$ cat config.mk
export PLATFORM = sky130hd
export DESIGN_NAME = rr_arbiter_3x8_sched_flat
export DESIGN_NICKNAME = d
export VERILOG_FILES = /design/src/rtl/rr_arbiter_3x8_sched_pkg.sv /design/src/rtl/rr_arbiter_3x8_sched_if.sv /design/src/rtl/rr_arbiter_3x8_sched_pick.sv /design/src/rtl/rr_arbiter_3x8_sched.sv /design/src/flat_wrapper.sv
export SDC_FILE = /design/constraint.sdc
export NUM_CORES = 1
export LEC_CHECK = 0
export BUFFER_PORTS_ARGS = -buffer_cell sky130_fd_sc_hd__buf_2
export CAP_MARGIN = 20
export CORE_MARGIN = 1
export CORE_UTILIZATION = 61
export CTS_CLUSTER_SIZE = 25
export DETAILED_ROUTE_END_ITERATION = 6
export PLACE_DENSITY = 0.82
export SLEW_MARGIN = 10
export SYNTH_ARGS = -nofsm -noshare
export SYNTH_HDL_FRONTEND = slang
export SYNTH_SLANG_ARGS = --single-unit
$ cat constraint.sdc
create_clock -name clk -period 9.8 [get_ports clk]
set_input_delay 1.47 -clock clk [delete_from_list [all_inputs] [get_ports clk]]
set_output_delay 1.47 -clock clk [all_outputs]
set_load 0.02 [all_outputs]
$ cat src/rtl/rr_arbiter_3x8_sched_pkg.sv
// Shared types and helpers for the 8-way round-robin decoder-select arbiter.
// Combinational helpers only; no latency, no backpressure.
package rr_arbiter_3x8_sched_pkg;

    localparam int N_REQ = 8;
    localparam int IDX_W = 3;

    typedef enum logic [1:0] {
        ST_IDLE    = 2'b00,
        ST_GRANT   = 2'b01,
        ST_RELEASE = 2'b10
    } state_t;

    // Decoder mapping: index 0 lights bit 7; for a 3-bit index, 7-idx is ~idx.
    function automatic logic [N_REQ-1:0] idx_to_onehot(input logic [IDX_W-1:0] idx);
        logic [N_REQ-1:0] oh;
        oh = '0;
        oh[~idx] = 1'b1;
        return oh;
    endfunction

endpackage

$ cat src/rtl/rr_arbiter_3x8_sched_if.sv
// Request/grant bundle between requesters (master) and the arbiter (slave).
// Wires only; no latency, no backpressure.
interface rr_arbiter_3x8_sched_if;
    import rr_arbiter_3x8_sched_pkg::*;

    logic             arb_en;
    logic [N_REQ-1:0] req;
    logic             gnt_valid;
    logic [IDX_W-1:0] gnt_idx;
    logic [N_REQ-1:0] gnt_onehot;
    logic             timeout;

    modport master (
        output arb_en, req,
        input  gnt_valid, gnt_idx, gnt_onehot, timeout
    );

    modport slave (
        input  arb_en, req,
        output gnt_valid, gnt_idx, gnt_onehot, timeout
    );

endinterface

$ cat src/rtl/rr_arbiter_3x8_sched_pick.sv
// Round-robin scan: first set request at or after ptr, wrapping 7 -> 0.
// Purely combinational; no backpressure.
module rr_pick_8
    import rr_arbiter_3x8_sched_pkg::*;
(
    input  logic [N_REQ-1:0] req,
    input  logic [IDX_W-1:0] ptr,
    output logic             found,
    output logic [IDX_W-1:0] idx
);

    logic [IDX_W-1:0] cand;

    always_comb begin
        found = 1'b0;
        idx   = ptr;
        cand  = ptr;
        for (int k = 0; k < N_REQ; k++) begin
            cand = ptr + IDX_W'(k);
            if (!found && req[cand]) begin
                found = 1'b1;
                idx   = cand;
            end
        end
    end

endmodule

$ cat src/rtl/rr_arbiter_3x8_sched.sv
// 8-way round-robin arbiter driving a 3x8 decoder select, with hold timeout.
// Grant registered 1 cycle after request; one dead cycle between grants; requests are not queued.
module rr_arbiter_3x8_sched
    import rr_arbiter_3x8_sched_pkg::*;
#(
    parameter int HOLD_W   = 8,
    parameter int MAX_HOLD = 16
) (
    input  logic                    clk,
    input  logic                    rst,
    rr_arbiter_3x8_sched_if.slave   bus
);

    localparam bit                TIMEOUT_EN = (MAX_HOLD != 0);
    localparam logic [HOLD_W-1:0] HOLD_LAST  = HOLD_W'(MAX_HOLD - 1);

    state_t           state_q, state_d;
    logic [IDX_W-1:0] ptr_q, ptr_d;
    logic [IDX_W-1:0] idx_q, idx_d;
    logic [HOLD_W-1:0] hold_q, hold_d;
    logic             valid_q, valid_d;
    logic [N_REQ-1:0] onehot_q, onehot_d;
    logic             timeout_q, timeout_d;

    logic             win_found;
    logic [IDX_W-1:0] win_idx;
    logic             arb_ok;
    logic             req_kept;
    logic             hold_expired;

    rr_pick_8 u_pick (
        .req   (bus.req),
        .ptr   (ptr_q),
        .found (win_found),
        .idx   (win_idx)
    );

    assign arb_ok       = bus.arb_en && win_found;
    assign req_kept     = bus.req[idx_q];
    assign hold_expired = TIMEOUT_EN && (hold_q == HOLD_LAST);

    always_ff @(posedge clk or posedge rst) begin
        if (rst) begin
            state_q   <= ST_IDLE;
            ptr_q     <= '0;
            idx_q     <= '0;
            hold_q    <= '0;
            valid_q   <= 1'b0;
            onehot_q  <= '0;
            timeout_q <= 1'b0;
        end else begin
            state_q   <= state_d;
            ptr_q     <= ptr_d;
            idx_q     <= idx_d;
            hold_q    <= hold_d;
            valid_q   <= valid_d;
            onehot_q  <= onehot_d;
            timeout_q <= timeout_d;
        end
    end

    always_comb begin
        state_d = state_q;
        ptr_d   = ptr_q;
        idx_d   = idx_q;
        hold_d  = hold_q;
        case (state_q)
            ST_IDLE, ST_RELEASE: begin
                hold_d = '0;
                if (arb_ok) begin
                    state_d = ST_GRANT;
                    idx_d   = win_idx;
                end else begin
                    state_d = ST_IDLE;
                end
            end
            ST_GRANT: begin
                hold_d = hold_q + HOLD_W'(1);
                // A dropped request wins over an expiring hold, so no timeout pulse then.
                if (!req_kept || hold_expired) begin
                    state_d = ST_RELEASE;
                    ptr_d   = idx_q + IDX_W'(1);
                    hold_d  = '0;
                end
            end
            default: begin
                state_d = ST_IDLE;
                idx_d   = '0;
                hold_d  = '0;
            end
        endcase
    end

    always_comb begin
        valid_d   = (state_d == ST_GRANT);
        onehot_d  = valid_d ? idx_to_onehot(idx_d) : '0;
        timeout_d = (state_q == ST_GRANT) && req_kept && hold_expired;
    end

    assign bus.gnt_valid  = valid_q;
    assign bus.gnt_idx    = idx_q;
    assign bus.gnt_onehot = onehot_q;
    assign bus.timeout    = timeout_q;

endmodule
$ cat src/flat_wrapper.sv
// flat-port wrapper written by rule: the top's interface ports become plain ports
module rr_arbiter_3x8_sched_flat import rr_arbiter_3x8_sched_pkg::*;
#(
    parameter int HOLD_W   = 8,
    parameter int MAX_HOLD = 16
)
  (clk, rst, bus_arb_en, bus_req, bus_gnt_valid, bus_gnt_idx, bus_gnt_onehot, bus_timeout);
  rr_arbiter_3x8_sched_if bus_i ();
  input  logic clk;
  input  logic rst;
  input wire logic [$bits(bus_i.arb_en)-1:0] bus_arb_en;
  input wire logic [$bits(bus_i.req)-1:0] bus_req;
  output wire logic [$bits(bus_i.gnt_valid)-1:0] bus_gnt_valid;
  output wire logic [$bits(bus_i.gnt_idx)-1:0] bus_gnt_idx;
  output wire logic [$bits(bus_i.gnt_onehot)-1:0] bus_gnt_onehot;
  output wire logic [$bits(bus_i.timeout)-1:0] bus_timeout;
  assign bus_i.arb_en = bus_arb_en;
  assign bus_i.req = bus_req;
  assign bus_gnt_valid = bus_i.gnt_valid;
  assign bus_gnt_idx = bus_i.gnt_idx;
  assign bus_gnt_onehot = bus_i.gnt_onehot;
  assign bus_timeout = bus_i.timeout;
  rr_arbiter_3x8_sched #(.HOLD_W(HOLD_W), .MAX_HOLD(MAX_HOLD)) u_core (.clk(clk), .rst(rst), .bus(bus_i));
endmodule
==> run_results.csv, run 1 <==
group,metric,value,unit
critical_path,cp-start-kind,"flop",
critical_path,worstSetupPathType,"reg2reg",
route,wl_met1,2040,um
finish,drive_above_1_share,23.8,%
pwr,pwr-share-comb,71.7,%
pwr,switching_share,50.5,%
synth,synthArstFlopShare,100,%
finish,n_antenna_cell,0,
critical_path,critPathBufInv,1,
run_status,status,"complete, no violations",
critical_path,arrival,4.52,ns
timing,rsz0062_at_grt,"false",
pwr,leakage,1.02,nW
critical_path,slowest_stage,"dfrtp_1",
clock_network,cts_max_level,1,
global_route,antenna_found_initial,0,
timing,skew,0.00637,ns
timing,finalSetupTns,0,ns
critical_path,cpPeakStageDelay,0.73,ns
finish,nets,247,
synth,ys_ff_latch,26,
pwr,p_clk_share,6.2,%
route,wl_met2,2130,um
clock_network,cts_buffers,3,
synth,yosysSeqAreaShare,29.3,%
pwr,p_int,427,uW
finish,multi_input_area,1420,um^2
job,max_cap_viol_count,0,
pwr,vdd_ir_drop_max,218,uV
clock_network,cts_buffer_depth,2,
critical_path,crit_path_end_kind,"flop",
clock_network,cts_hold_buf,0,
floorplanning,coreArea,3420,um^2
clock_network,cts.repair.resized,0,
finish,area_growth,6.03,%
pwr,p_sw,435,uW
synth,syn_nets,227,
timing,setup_ws,5.51,ns
timing,fmax,233,MHz
global_route,gr-usage-all-layers,24.3,%
placement,gp_congestion,0.849,
clock_network,cts_tree,"built",
clock_network,cts_setup_buffers,0,
global_route,grt_max_degree,27,
floorplanning,initial_utilization,65.0,%
route,drtIter0Drc,109,
timing,timing.hold.ws,0.476,ns
timing,hold_viol_final,0,
route,routed_wl,4470,um
route,ant_nets,0,
route,top_layer_used,"met4",
route,drc,0,
clock_network,cts_sinks,26,
route,wl_met3,266,um
synth,synth-edff-count,0,
synth,synth.distinct_cells,50,
timing,finalMaxSlewViolations,0,
route,vias,1810,
synth,ys.flop_type,"dfrtp_1",
critical_path,cp_top_family,"multiplexers",
timing,finalCriticalPeriod,4.29,ns
floorplanning,dieArea,3880,um^2
placement,portBuffers,23,
critical_path,worstPathMaxFanout,16,
global_route,grt_pass1_vias,1672,
critical_path,path_cells,"clkinv_1 > ha_1 > mux4_1 > mux2i_1 > o21ai_0 > a311oi_1 > xnor2_1 > a31oi_1 > nor4_1",
floorplanning,fp-row-count,21,
clock_network,clock_latency,0.32,ns
timing,fin_crit_sh,43.8,%
floorplanning,fp.dieH,62.3,um
route,first_pass_iters,6,
clock_network,clkTransAtPathRegs,0.13,ns
finish,fillers,267,
finish,seqCellArea,651,um^2
finish,final_common_cell,"dfrtp_1",
placement,dp_hpwl,3220,um
floorplanning,die_w,62.3,um
timing,relSlewSlack,55.4,%
finish,layout_common_cells,"dfrtp_1 (26), buf_2 (23), nor2_1 (20)",
synth,syn_inst,212,
global_route,grt-ovfl-total,0,
floorplanning,ioPinCount,24,
route,wl_per_cell,16.2,um
worst_hold_path,hold_path_class,"reg2reg",
route,detail_route.vias_per_cell,6.53,
timing,worst_slew_pin_slew,0.669,ns
critical_path,critPathRequiredTime,10.02,ns
synth,avgSynthCellArea,10.5,um^2
pwr,p_per_area,366,nW/um^2
pwr,p_seq_share,22.2,%
placement,place_ws,5.63,ns
clock_network,root_buffer,"clkbuf_4",
global_route,grt_pass1_wl,7600,um
synth,synth_warnings,0,
timing,setup_viol,0,
synth,synth_area,2220,um^2
==> cell usage after synthesis (2+ instances only) <==
| library cell | instances | area, um^2 |
|---|---|---|
| xnor2_1 | 6 | 52.6 |
| or2_2 | 2 | 12.5 |
| o21a_1 | 3 | 22.5 |
| and2_1 | 2 | 12.5 |
| mux4_1 | 8 | 210 |
| xor2_1 | 6 | 52.6 |
| ha_1 | 4 | 50.1 |
| nor4_1 | 5 | 31.3 |
| inv_1 | 9 | 33.8 |
| nand2b_1 | 7 | 43.8 |
| buf_6 | 2 | 22.5 |
| a221oi_1 | 2 | 17.5 |
| nor2_1 | 20 | 75.1 |
| mux2_2 | 5 | 56.3 |
| o221ai_1 | 3 | 26.3 |
| mux2i_1 | 8 | 80.1 |
| dfrtp_1 | 26 | 651 |
| mux4_2 | 8 | 180 |
| a211oi_1 | 5 | 37.5 |
| clkbuf_8 | 5 | 68.8 |
| a21oi_1 | 10 | 50.1 |
| nand2_1 | 17 | 63.8 |
| clkinv_1 | 2 | 7.51 |
| and3_2 | 2 | 15.0 |
| o21ai_0 | 11 | 55.1 |
| nand3_1 | 6 | 30.0 |
| a31oi_1 | 2 | 12.5 |
| o22ai_1 | 4 | 25.0 |
==> metrics by stage <==
| stage | power (mW) | utilization (%) | std cells | area [um^2] |
|---|---|---|---|---|
| after floorplan | 0.709 | - | 212 | 2220 |
| after global routing | 0.933 | 68.9 | 277 | 2350 |
| after detailed placement | 0.795 | 67.0 | 272 | 2290 |
| after CTS | 0.851 | 68.1 | 276 | 2330 |
| final | 0.861 | 68.9 | 277 | 2350 |
| after global placement | 0.788 | 67.0 | 272 | 2290 |
==> cell families (layout without fill, tap and decap cells) <==
kind of cell               count (synthesis)  after routing  share of synthesized area, %
xor gates and xnor gates                  12             12                          4.74
AOI/OAI and AO/OA                         53             53                          17.8
muxes                                     30             30                          24.4
buffers and inverters                     21             40                          6.65
adders and majority gates                  4              4                          2.25
DFF                                       26             26                          29.3
and+or+nand+nor                           66             66                          14.8
==> registers in the layout (all words and copies together) (netlist names) <==
signal,cells
u_core.bus.gnt_onehot,8
u_core.state_q,2
u_core.ptr_q,3
u_core.bus.gnt_idx,3
u_core.hold_q,8
u_core.bus.timeout,1
u_core.bus.gnt_valid,1
==> worst paths after layout <==
check,from,end,slack [ns],depth (start not counted)
max,u_core.ptr_q[0],u_core.bus.gnt_onehot[5],5.51,9
min,u_core.hold_q[0],u_core.hold_q[0],0.48,1
max reg2reg,u_core.ptr_q[0],u_core.bus.gnt_onehot[5],5.51,9
min reg2reg,u_core.hold_q[0],u_core.hold_q[0],0.48,1
max in group asynchronous,rst,u_core.hold_q[6],8.26,3
min in group asynchronous,rst,u_core.bus.gnt_idx[1],1.12,2
==> routing by layer <==
metal  global-route usage, %  vias up
li1                        -      845
met1                    35.7      890
met2                    38.2       69
met5                       0        -
met4                    3.49        0
met3                    4.78        6
==> power by group through the flow <==
stage | Clock, mW | Sequential, mW | Combinational, mW
floorplan | 0 | 0.183 | 0.526
global placement | 0 | 0.192 | 0.596
detailed placement | 0 | 0.194 | 0.602
CTS | 0.0538 | 0.191 | 0.607
global route | 0.0601 | 0.199 | 0.673
finish | 0.0531 | 0.191 | 0.618
==> area by class of cell <==
type / instances / share of cell area (%)
timing repair buffer: 24 / 6.06
multi-input combinational: 165 / 60.4
tap: 46 / 2.45
clock buffer: 4 / 1.54
inverter: 12 / 1.91
sequential: 26 / 27.6
Power figures use the tool's default switching activity.
==> run 2, diff against run 1 <==
CORE_UTILIZATION = 53   (was 61)
PLACE_DENSITY = 0.76   (was 0.82)
clock period = 3.89 ns   (was 9.8 ns; I/O delays follow)
==> run_results.csv, run 2 (same netlist as run 1, synthesis figures left out) <==
group,metric,value,unit
timing,finalMaxSlewViolations,0,
floorplanning,dieArea,4450,um^2
route,detail_route.vias_per_cell,6.35,
floorplanning,die_w,66.7,um
critical_path,critPathRequiredTime,4.04,ns
global_route,grt_pass1_vias,1634,
floorplanning,fp.dieH,66.7,um
worst_hold_path,whs_path_depth,1,
global_route,antenna_found_initial,0,
clock_network,clock_latency,0.26,ns
clock_network,cts.repair.resized,0,
clock_network,clkTransAtPathRegs,0.08,ns
route,drc,0,
timing,rsz0062_at_grt,"false",
worst_hold_path,hold_path_class,"reg2reg",
route,drtIter0Drc,169,
finish,multi_input_area,1420,um^2
route,wl_per_cell,16.9,um
finish,fillers,348,
global_route,grt_max_degree,27,
critical_path,arrival,3.69,ns
clock_network,cts_buffers,3,
global_route,grt-ovfl-total,0,
critical_path,r2r.worst_path.cells,9,
finish,final_common_cell,"dfrtp_1",
floorplanning,coreArea,4000,um^2
route,first_pass_iters,4,
timing,relSlewSlack,37.3,%
route,vias,1792,
clock_network,cts_buffer_depth,2,
timing,skew,0.00364,ns
floorplanning,ioPinCount,24,
clock_network,root_buffer,"clkbuf_8",
finish,n_antenna_cell,0,
route,wl_met1,2150,um
finish,layout_common_cells,"dfrtp_1 (26), buf_2 (23), nor2_1 (20)",
clock_network,cts_sinks,26,
floorplanning,initial_utilization,55.5,%
pwr,vdd_ir_drop_max,490,uV
finish,seqCellArea,651,um^2
floorplanning,fp-row-count,23,
timing,finalCriticalPeriod,3.54,ns
critical_path,startpoint,"u_core.ptr_q[0]",
clock_network,cts_max_level,1,
route,top_layer_used,"met4",
timing,fmax,282,MHz
job,max_cap_viol_count,0,
timing,hold_viol_final,0,
route,wl_met3,233,um
critical_path,cp-start-kind,"flop",
clock_network,cts_setup_buffers,0,
placement,dp_hpwl,3530,um
global_route,grt_pass1_wl,7730,um
pwr,p_per_area,942,nW/um^2
placement,gp_congestion,0.929,
placement,portBuffers,23,
critical_path,worstSetupPathType,"reg2reg",
finish,nets,249,
clock_network,cts_tree,"built",
finish,fin_area,2360,um^2
worst_hold_path,hp-start,"u_core.hold_q[0]",
route,ant_nets,0,
clock_network,cts_hold_buf,0,
timing,finalSetupTns,0,ns
route,wl_met2,2340,um
critical_path,worstReg2RegStart,"u_core.ptr_q[0]",
placement,placed_area,2320,um^2
finish,area_growth,6.26,%
critical_path,crit_path_end_kind,"flop",
timing,setup_viol,0,
run_status,status,"complete, no violations",
critical_path,worstPathMaxFanout,13,
global_route,gr-usage-all-layers,22.6,%
route,routed_wl,4750,um
pwr,power.total,2.22,mW
pwr,leakage,1.03,nW
finish,drive_above_1_share,24.1,%
timing,worst_slew_pin_slew,0.940,ns
timing,fin_crit_sh,91.0,%
[run 2: power breakdown]
part           internal [mW]  switching [mW]
combinational          0.698           0.949
clock                 0.0692          0.0772
sequential             0.347          0.0827
[run 2: critical path: stages (launching register included)]
cell       delay [ns]
dfrtp_1          0.35
clkinv_1         0.17
ha_1             0.64
mux2i_1          0.19
mux4_2           0.54
or4b_4           0.55
a2111oi_4        0.29
o32ai_1          0.15
a21o_1           0.25
nor4_1           0.29
[run 2: path summary, 6_finish.rpt]
path	endpoint	slack [ns]
worst max register to register	u_core.bus.gnt_onehot[1]	0.35
min in group asynchronous	u_core.bus.gnt_onehot[1]	0.52
worst min-delay path	u_core.hold_q[0]	0.49
max in group asynchronous	u_core.ptr_q[2]	2.80
worst min register to register	u_core.hold_q[0]	0.49
worst max-delay path	u_core.bus.gnt_onehot[1]	0.35
[run 2: per-stage QoR]
stage                     worst slack (ns)  std cells  hold WS [ns]  util, %
after floorplan                      0.553        212         0.433        -
after global placement               0.445        279         0.461     57.9
after detailed placement             0.402        279         0.464     57.9
after CTS                            0.378        282         0.477     59.0
after global routing                0.0928        282         0.498     59.0
final                                0.350        282         0.487     59.0
[run 2: routing by layer]
metal / GRT usage (%) / up-vias
li1: - / 855
met5: 0 / -
met3: 3.25 / 4
met2: 36.6 / 54
met1: 32.7 / 879
met4: 3.19 / 0
[run 2: layout make-up]
| type | count | area share (%) |
|---|---|---|
| tap | 50 | 2.65 |
| multi-input combinational | 165 | 60.3 |
| inverter | 12 | 1.91 |
| timing repair buffer | 26 | 5.84 |
| clock buffer | 3 | 1.75 |
| sequential | 26 | 27.6 |
==> run 3, diff against run 2 <==
CORE_UTILIZATION = 59   (was 53)
PLACE_DENSITY = 0.8   (was 0.76)
clock period = 3.5 ns   (was 3.89 ns; I/O delays follow)
==> run_results.csv, run 3 (same netlist as run 1, synthesis figures left out) <==
group,metric,value,unit
run_status,status,"complete, no violations",
critical_path,cp-start-kind,"flop",
global_route,antenna_found_initial,0,
timing,skew,0.00273,ns
route,vias,1781,
clock_network,cts_sinks,26,
critical_path,critPathRequiredTime,3.65,ns
pwr,p_int,1.28,mW
finish,final_common_cell,"dfrtp_1",
global_route,grt_pass1_wl,8170,um
finish,multi_input_area,1420,um^2
finish,area_growth,8.12,%
clock_network,clkTransAtPathRegs,0.09,ns
critical_path,cpPeakStageDelay,0.55,ns
route,drtIter0Drc,221,
pwr,vdd_ir_drop_max,686,uV
floorplanning,dieArea,4010,um^2
timing,setup_viol,0,
finish,drive_above_1_share,25.8,%
pwr,pwr-share-comb,73.5,%
clock_network,cts_buffer_depth,2,
finish,fin_util,69.2,%
timing,finalSetupTns,0,ns
route,detail_route.vias_per_cell,6.32,
timing,rsz0062_at_grt,"false",
floorplanning,coreArea,3470,um^2
global_route,gr-usage-all-layers,25.9,%
timing,hold_viol_final,0,
finish,nets,252,
global_route,grt-ovfl-total,0,
critical_path,slowest_stage,"or4b_4",
clock_network,cts_tree,"built",
finish,fillers,272,
critical_path,crit_path_end_kind,"flop",
global_route,grt_max_degree,27,
clock_network,root_buffer,"clkbuf_8",
clock_network,cts_hold_buf,0,
pwr,switching_share,49.1,%
timing,worst_slew_pin_slew,0.657,ns
timing,finalMaxSlewViolations,0,
critical_path,path_cells,"clkinv_1 > ha_2 > mux2i_1 > mux4_2 > or4b_4 > a2111oi_4 > o32ai_1 > a21o_1 > nor4_1",
route,routed_wl,4770,um
clock_network,clock_latency,0.27,ns
finish,seqCellArea,651,um^2
floorplanning,initial_utilization,64.0,%
floorplanning,ioPinCount,24,
critical_path,worstSetupPathType,"reg2reg",
pwr,p_per_area,1050,nW/um^2
route,first_pass_iters,4,
finish,layout_common_cells,"dfrtp_1 (26), buf_2 (23), nor2_1 (20)",
timing,relSlewSlack,56.2,%
floorplanning,fp-row-count,21,
floorplanning,fp.dieH,63.3,um
pwr,p_clk_share,7.5,%
route,ant_nets,0,
timing,fin_crit_sh,95.8,%
placement,portBuffers,23,
route,wl_per_cell,16.9,um
critical_path,critPathBufInv,1,
clock_network,cts_max_level,1,
global_route,grt_pass1_vias,1694,
critical_path,arrival,3.50,ns
timing,fmax,298,MHz
placement,dp_hpwl,3400,um
critical_path,worstPathMaxFanout,13,
pwr,p_sw,1.24,mW
clock_network,cts_buffers,3,
pwr,p_seq_share,18.9,%
pwr,leakage,1.05,nW
route,drc,0,
clock_network,cts_setup_buffers,0,
finish,n_antenna_cell,0,
floorplanning,die_w,63.3,um
job,max_cap_viol_count,0,
placement,gp_congestion,0.868,
timing,finalCriticalPeriod,3.35,ns
worst_hold_path,hold_path_class,"in2async",
critical_path,cp_top_family,"simple AND/OR/NAND/NOR gates",
run 3: cell types whose count changed in the layout (fill, tap and decap cells not counted):
cell	previous run	this run
ha_1	4	3
buf_8	0	1
buf_4	3	5
o311ai_0	1	0
clkbuf_8	3	4
ha_2	0	1
o311ai_1	0	1
run 3: path summary, 6_finish.rpt:
check | from | end | slack [ns] | cells after the start
max | u_core.ptr_q[0] | u_core.bus.gnt_onehot[1] | 0.15 | 9
min | rst | u_core.bus.gnt_idx[0] | 0.26 | 2
max reg2reg | u_core.ptr_q[0] | u_core.bus.gnt_onehot[1] | 0.15 | 9
min reg2reg | u_core.hold_q[0] | u_core.hold_q[0] | 0.47 | 1
max in group asynchronous | rst | u_core.hold_q[6] | 2.77 | 3
min in group clk | u_core.hold_q[0] | u_core.hold_q[0] | 0.47 | 1
run 3: repair_timing:
action                                  4_1_cts  5_1_grt
hold endpoints to repair                      0        0
endpoints found under the setup margin        0        8
gates resized for setup                       0        2
run 3: layout make-up:
cell class	count	share of cell area, %
sequential	26	27.1
multi-input combinational	165	59.3
timing repair buffer	29	6.99
inverter	12	1.88
tap	46	2.40
clock buffer	4	2.29
run 3: power groups by stage:
| stage | combinational (mW) | clock, mW | sequential (mW) |
|---|---|---|---|
| after CTS | 1.83 | 0.196 | 0.477 |
| after detailed placement | 1.81 | 0 | 0.482 |
| final | 1.86 | 0.190 | 0.478 |
| after global routing | 2.03 | 0.210 | 0.490 |
| after floorplan | 1.47 | 0 | 0.513 |
| after global placement | 1.80 | 0 | 0.483 |
run 3: through the flow:
step           total power [mW]  setup slack (ns)  instances  hold slack (ns)  instance area [um^2]
2_1_floorplan              1.99             0.163        212            0.433                  2220
3_3_place_gp               2.28             0.110        277            0.446                  2330
3_5_place_dp               2.30            0.0508        277            0.457                  2330
4_1_cts                    2.50            0.0239        281            0.469                  2380
5_1_grt                    2.73            0.0209        282            0.301                  2400
6_report                   2.52             0.148        282            0.259                  2400
run 3: layer usage:
metal	wire length [um]	global-route usage [%]	up-vias	share of wire, %
met4	41	7.95	0	0.86
met1	2130	34.9	863	45
met5	0	0	-	0
met3	190	1.45	4	4.0
met2	2420	44.7	56	51
li1	-	-	858	-
